==> src/rtl/btb_predictor_if.sv <==
// Bus between the fetch/execute pipeline and the branch target buffer.
// master: pipeline side (drives lookup PC and resolved-branch updates).
// slave : BTB side (returns the combinational prediction).
interface btb_predictor_if #(
    parameter int PC_W = 32
);
    logic [PC_W-1:0] current_pc;
    logic            tag_match;
    logic            pred_taken;
    logic [PC_W-1:0] pred_target;
    logic            update_valid;
    logic [PC_W-1:0] update_pc;
    logic [PC_W-1:0] update_target;
    logic            update_taken;
    logic            flush;

    modport master (
        output current_pc, update_valid, update_pc, update_target, update_taken, flush,
        input  tag_match, pred_taken, pred_target
    );

    modport slave (
        input  current_pc, update_valid, update_pc, update_target, update_taken, flush,
        output tag_match, pred_taken, pred_target
    );
endinterface

==> src/rtl/btb_predictor.sv <==
// Direct-mapped branch target buffer with per-entry valid bits and saturating
// direction counters. Lookup is combinational on current_pc; resolved branches
// train or allocate entries at the clock edge. Taken branches allocate on a miss,
// not-taken branches never allocate. flush invalidates every entry but keeps
// counters and targets.
// Optional build macro BTB_PERF_CNT_EN adds saturating lookup/hit/mispredict
// counters on extra output ports.
module btb_predictor #(
    parameter int ENTRIES = 32,
    parameter int PC_W    = 32,
    parameter int CNT_W   = 2
) (
    input  logic               clk,
    input  logic               reset,
    btb_predictor_if.slave     bus
`ifdef BTB_PERF_CNT_EN
    ,
    output logic [31:0]        perf_lookups,
    output logic [31:0]        perf_hits,
    output logic [31:0]        perf_mispred
`endif
);
    localparam int IDX_W = $clog2(ENTRIES);
    localparam int TAG_W = PC_W - IDX_W - 2;

    // Counter encodings: MSB set means predict taken.
    localparam logic [CNT_W-1:0] CNT_MAX = {CNT_W{1'b1}};
    localparam logic [CNT_W-1:0] WEAK_T  = CNT_W'(1) << (CNT_W - 1);
    localparam logic [CNT_W-1:0] WEAK_NT = WEAK_T - CNT_W'(1);

    // Flattened views of the per-entry state, used by the read-side muxes.
    logic [ENTRIES-1:0] valid_vec;
    logic [TAG_W-1:0]   tag_arr    [ENTRIES];
    logic [PC_W-1:0]    target_arr [ENTRIES];
    logic [CNT_W-1:0]   cnt_arr    [ENTRIES];

    // Lookup path (fetch side).
    logic [IDX_W-1:0] lk_idx;
    logic [TAG_W-1:0] lk_tag;
    logic             lk_hit;
    logic             lk_taken;

    assign lk_idx   = bus.current_pc[IDX_W+1:2];
    assign lk_tag   = bus.current_pc[PC_W-1:IDX_W+2];
    assign lk_hit   = valid_vec[lk_idx] && (tag_arr[lk_idx] == lk_tag);
    assign lk_taken = lk_hit && cnt_arr[lk_idx][CNT_W-1];

    assign bus.tag_match   = lk_hit;
    assign bus.pred_taken  = lk_taken;
    assign bus.pred_target = lk_taken ? target_arr[lk_idx] : bus.current_pc + PC_W'(4);

    // Update path (execute side). Flush suppresses any update in the same cycle.
    logic [IDX_W-1:0] upd_idx;
    logic [TAG_W-1:0] upd_tag;
    logic             upd_hit;
    logic             upd_write;

    assign upd_idx   = bus.update_pc[IDX_W+1:2];
    assign upd_tag   = bus.update_pc[PC_W-1:IDX_W+2];
    assign upd_hit   = valid_vec[upd_idx] && (tag_arr[upd_idx] == upd_tag);
    assign upd_write = bus.update_valid && !bus.flush;

    // The two low PC bits never affect indexing or tagging.
    logic unused_pc_low;
    assign unused_pc_low = ^{bus.current_pc[1:0], bus.update_pc[1:0]};

    genvar gi;
    generate
        for (gi = 0; gi < ENTRIES; gi++) begin : g_entry
            logic             valid_reg;
            logic [TAG_W-1:0] tag_reg;
            logic [PC_W-1:0]  target_reg;
            logic [CNT_W-1:0] cnt_reg;
            logic             sel;

            assign sel = upd_write && (upd_idx == IDX_W'(gi));

            // Entry state: flush drops valid; a selected update trains a hit or allocates on a taken miss.
            always_ff @(posedge clk or posedge reset) begin
                if (reset) begin
                    valid_reg  <= 1'b0;
                    tag_reg    <= '0;
                    target_reg <= '0;
                    cnt_reg    <= WEAK_NT;
                end else if (bus.flush) begin
                    valid_reg <= 1'b0;
                end else if (sel) begin
                    if (upd_hit) begin
                        if (bus.update_taken) begin
                            if (cnt_reg != CNT_MAX) cnt_reg <= cnt_reg + CNT_W'(1);
                            target_reg <= bus.update_target;
                        end else if (cnt_reg != '0) begin
                            cnt_reg <= cnt_reg - CNT_W'(1);
                        end
                    end else if (bus.update_taken) begin
                        valid_reg  <= 1'b1;
                        tag_reg    <= upd_tag;
                        target_reg <= bus.update_target;
                        cnt_reg    <= WEAK_T;
                    end
                end
            end

            assign valid_vec[gi]  = valid_reg;
            assign tag_arr[gi]    = tag_reg;
            assign target_arr[gi] = target_reg;
            assign cnt_arr[gi]    = cnt_reg;
        end
    endgenerate

`ifdef BTB_PERF_CNT_EN
    logic [31:0] lookups_reg;
    logic [31:0] hits_reg;
    logic [31:0] mispred_reg;
    logic        upd_pred_taken;
    logic        upd_mispred;

    // What the table predicted for the resolving branch; a miss is a not-taken prediction.
    assign upd_pred_taken = upd_hit && cnt_arr[upd_idx][CNT_W-1];
    assign upd_mispred    = bus.update_valid &&
                            ((upd_pred_taken != bus.update_taken) ||
                             (upd_pred_taken && (target_arr[upd_idx] != bus.update_target)));

    // Saturating event counters; flush leaves them alone.
    always_ff @(posedge clk or posedge reset) begin
        if (reset) begin
            lookups_reg <= '0;
            hits_reg    <= '0;
            mispred_reg <= '0;
        end else begin
            if (lookups_reg != '1)               lookups_reg <= lookups_reg + 32'd1;
            if (lk_hit && hits_reg != '1)        hits_reg    <= hits_reg + 32'd1;
            if (upd_mispred && mispred_reg != '1) mispred_reg <= mispred_reg + 32'd1;
        end
    end

    assign perf_lookups = lookups_reg;
    assign perf_hits    = hits_reg;
    assign perf_mispred = mispred_reg;
`endif
endmodule

==> src/flat_wrapper.sv <==
// flat-port wrapper written by rule: the top's interface ports become plain ports
module btb_predictor_flat 
#(
    parameter int ENTRIES = 32,
    parameter int PC_W    = 32,
    parameter int CNT_W   = 2
)
  (clk, reset, bus_current_pc, bus_update_valid, bus_update_pc, bus_update_target, bus_update_taken, bus_flush, bus_tag_match, bus_pred_taken, bus_pred_target);
  btb_predictor_if #(.PC_W(PC_W)) bus_i ();
  input  logic clk;
  input  logic reset;
  input wire logic [$bits(bus_i.current_pc)-1:0] bus_current_pc;
  input wire logic [$bits(bus_i.update_valid)-1:0] bus_update_valid;
  input wire logic [$bits(bus_i.update_pc)-1:0] bus_update_pc;
  input wire logic [$bits(bus_i.update_target)-1:0] bus_update_target;
  input wire logic [$bits(bus_i.update_taken)-1:0] bus_update_taken;
  input wire logic [$bits(bus_i.flush)-1:0] bus_flush;
  output wire logic [$bits(bus_i.tag_match)-1:0] bus_tag_match;
  output wire logic [$bits(bus_i.pred_taken)-1:0] bus_pred_taken;
  output wire logic [$bits(bus_i.pred_target)-1:0] bus_pred_target;
  assign bus_i.current_pc = bus_current_pc;
  assign bus_i.update_valid = bus_update_valid;
  assign bus_i.update_pc = bus_update_pc;
  assign bus_i.update_target = bus_update_target;
  assign bus_i.update_taken = bus_update_taken;
  assign bus_i.flush = bus_flush;
  assign bus_tag_match = bus_i.tag_match;
  assign bus_pred_taken = bus_i.pred_taken;
  assign bus_pred_target = bus_i.pred_target;
  btb_predictor #(.ENTRIES(ENTRIES), .PC_W(PC_W), .CNT_W(CNT_W)) u_core (.clk(clk), .reset(reset), .bus(bus_i));
endmodule
==> config.mk <==
export PLATFORM = sky130hd
export DESIGN_NAME = btb_predictor_flat
export DESIGN_NICKNAME = d
export VERILOG_FILES = /design/src/rtl/btb_predictor_if.sv /design/src/rtl/btb_predictor.sv /design/src/flat_wrapper.sv
export SDC_FILE = /design/constraint.sdc
export NUM_CORES = 2
export LEC_CHECK = 0
export CAP_MARGIN = 20
export CORE_UTILIZATION = 30
export DETAILED_ROUTE_END_ITERATION = 7
export SETUP_SLACK_MARGIN = 0.3
export SYNTH_ARGS = -nofsm -noshare
export SYNTH_HDL_FRONTEND = slang
export SYNTH_SLANG_ARGS = --single-unit
==> constraint.sdc <==
create_clock -name clk -period 149 [get_ports clk]
set_input_delay 29.8 -clock clk [delete_from_list [all_inputs] [get_ports clk]]
set_output_delay 29.8 -clock clk [all_outputs]
set_load 0.01 [all_outputs]
==> impl_metrics.csv <==
group,metric,value,unit
die,core.rowCount,208,
finish,drive_gt1_frac,0.430,
finish,multi_input_area,46100,um^2
die,ioPinCount,135,
global_routing,grt_max_degree,178,
clock_tree,clockRootBuffer,"clkbuf_16",
min_path,min_path_type,"reg -> reg",
critical_path,critPathMaxFanout,86,
logic_synthesis,syn_nets,6933,
clock_tree,htree_levels,4,
pwr,cellLeakagePower,50.3,nW
finish,final_nets,6830,
clock_tree,clockBufferDepth,4,
logic_synthesis,synth_commonest_cells,"dfrtp_1, mux2_2, nand2_1",
clock_tree,path_clk_slew,0.06,ns
logic_synthesis,syn_inst,6831,
timing,worstMarginPinSlew,1.17,ns
logic_synthesis,synth_top_family_by_area,"multiplexers",
logic_synthesis,yosysWarnings,0,
die,dieWidth,570,um
pwr,p_per_area,11.6,nW/um^2
critical_path,worstSetupStartpointType,"primary input",
logic_synthesis,synth_xor_area_frac,0.00652,
logic_synthesis,syn_area,96800,um^2
global_routing,grt_pass1_vias,64799,
min_path,hold_start,"u_core.g_entry[26].target_reg[4]",
route,viasPerCell,5.57,
logic_synthesis,async_flop_share,1.00,
logic_synthesis,yosysTopAreaCell,"dfrtp_1",
pwr,p_total,1.27,mW
logic_synthesis,synth_adder_area_share,0.000129,
placement,gp_congestion,0.833,
global_routing,track_usage,0.198,
critical_path,crit_type,"in -> out",
global_routing,grt_pass1_wl,470,mm
clock_tree,cts_tree,"yes",
die,die_h,570,um
timing,fin_skew,0.0611,ns
route,finalWirelength,325,mm
logic_synthesis,ys_top_cells_by_area,"dfrtp_1, mux2_2, mux4_2",
global_routing,grt_overflow,0,
critical_path,rr_startpoint,"u_core.g_entry[18].tag_reg[15]",
timing,hold_viol,0,
die,die_area,325000,um^2
die,start_util,0.302,
critical_path,worstSetupStartpoint,"bus_current_pc[3]",
critical_path,cp-end-kind,"output pin",
logic_synthesis,synth_compound_area_frac,0.0367,
clock_tree,cts_buffers,211,
clock_tree,hold_buffers,0,
timing,tns,0,ns
logic_synthesis,yosys_most_used_dff,"dfrtp_1",
logic_synthesis,yosysSeqAreaShare,0.497,
timing,finalCritPeriodShare,0.448,
timing,period_needed,66.81,ns
clock_tree,ctsResizeCount,0,
logic_synthesis,avgSynthCellArea,14.2,um^2
finish,area_delta_synth_final,13.7,%
status,outcome,"finished, final reports clean",
finish,largest_register_ffs,1024,
die,core-area,321000,um^2
route,dr.pass1.iters,6,
finish,seqCellArea,48100,um^2
logic_synthesis,synth.area.mux_share,0.383,
route,drc_errors,0,
route,vias,62458,
finish,fill_cells,30619,
logic_synthesis,synth_edf_count,0,
placement,numPortBuffers,132,
logic_synthesis,synth_simple_gate_area_frac,0.0453,
timing,setup_viol,0,
logic_synthesis,synth_most_common_cell,"dfrtp_1",
route,first_iter_violations,6379,
critical_path,cp.required,119.20,ns
pwr,ir_worst_vdd,8.47,uV
timing,relSlewSlack,0.216,
flow_run,cap_violations,0,
logic_synthesis,synth.distinct_cells,80,
logic_synthesis,synth_seq_cells,1920,
timing,slew_viol_final,0,
timing,rsz0062_at_grt,"false",
placement,dp_hpwl,181,mm
logic_synthesis,synth_top_area_frac,0.488,
clock_tree,cts_sinks,1920,
clock_tree,clk_latency,0.88,ns
global_routing,antenna_found_initial,45,
clock_tree,post_cts_buffers,0,
route,wl_per_cell,29.0,um
route,antenna_left,0,
critical_path,arrival,37.01,ns
timing,max_freq,15.0,MHz
-- path summary, 6_finish.rpt --
| path | to | slack (ns) | cells after the start |
|---|---|---|---|
| worst max register to register | u_core.g_entry[14].tag_reg[13] | 143.36 | 11 |
| worst min-delay path | u_core.g_entry[26].target_reg[4] | 0.47 | 2 |
| worst min register to register | u_core.g_entry[26].target_reg[4] | 0.47 | 2 |
| worst max-delay path | bus_pred_target[8] | 82.19 | 12 |
| min in group asynchronous | u_core.g_entry[6].tag_reg[10] | 29.46 | 2 |
| max in group asynchronous | u_core.g_entry[19].target_reg[27] | 114.70 | 7 |
-- layer usage --
layer / GRT usage / up-vias / part of all wire
li1: - / 25247 / -
met1: 0.258 / 34096 / 0.41
met2: 0.315 / 2428 / 0.47
met3: 0.0423 / 665 / 0.075
met4: 0.0876 / 22 / 0.048
met5: 0 / - / 0.00042
-- cells by family after synthesis --
group	count (synthesis)
compound gates	490
mux	2681
simple gates	1008
buf+inv	659
flops	1920
fa+ha+maj	1
xor+xnor	72
-- metrics by stage --
| stage | hold slack, ns | instance area (um^2) | utilization | instances | worst slack [ns] |
|---|---|---|---|---|---|
| floorplan | 0.441 | 96800 | - | 6831 | 65.03 |
| global placement | 0.458 | 102000 | 0.319 | 10796 | 82.09 |
| finish | 0.471 | 110000 | 0.343 | 11210 | 82.19 |
| detailed placement | 0.459 | 102000 | 0.319 | 10797 | 82.10 |
| global route | 0.489 | 110000 | 0.343 | 11207 | 81.96 |
| CTS | 0.473 | 109000 | 0.341 | 11178 | 82.11 |
-- placed cells by master, fill, tap and decap left out, types with 58 or more instances in the layout --
cell / netlist / routed
dfrtp_1: 1888 / 1888
mux2_2: 1645 / 1645
mux4_2: 643 / 643
nand2_1: 652 / 629
mux2i_1: 327 / 327
clkbuf_16: 0 / 219
buf_4: 82 / 162
clkdlybuf4s50_1: 0 / 121
nor2_1: 95 / 80
o21ai_0: 74 / 74
mux2_1: 65 / 65
a22oi_1: 64 / 64
a21oi_1: 61 / 60
nor3_1: 62 / 58
-- critical path, stage by stage --
cell,delay (ns)
buf_8,0.49
buf_12,0.50
buf_12,0.55
buf_4,0.83
buf_12,0.44
buf_4,0.70
buf_4,0.77
mux4_2,0.60
mux4_2,0.47
mux2i_1,0.49
mux2i_1,0.19
clkdlybuf4s50_1,0.64
-- where the power goes --
group          switching, mW  internal, mW  total, mW
combinational         0.0743        0.0733      0.148
sequential            0.0244         0.561      0.586
clock                  0.222         0.319      0.541
-- cell type report --
cell class / count / area share
clock buffers: 310 / 0.0561
repair buffers: 323 / 0.0293
diodes: 9 / 0.000205
clock inverters: 71 / 0.00828
inverters: 20 / 0.000751
multi-input cells: 4252 / 0.419
flip-flops and latches: 1920 / 0.437
well taps: 4305 / 0.0490
No activity file was read; power rests on OpenSTA's default activity.
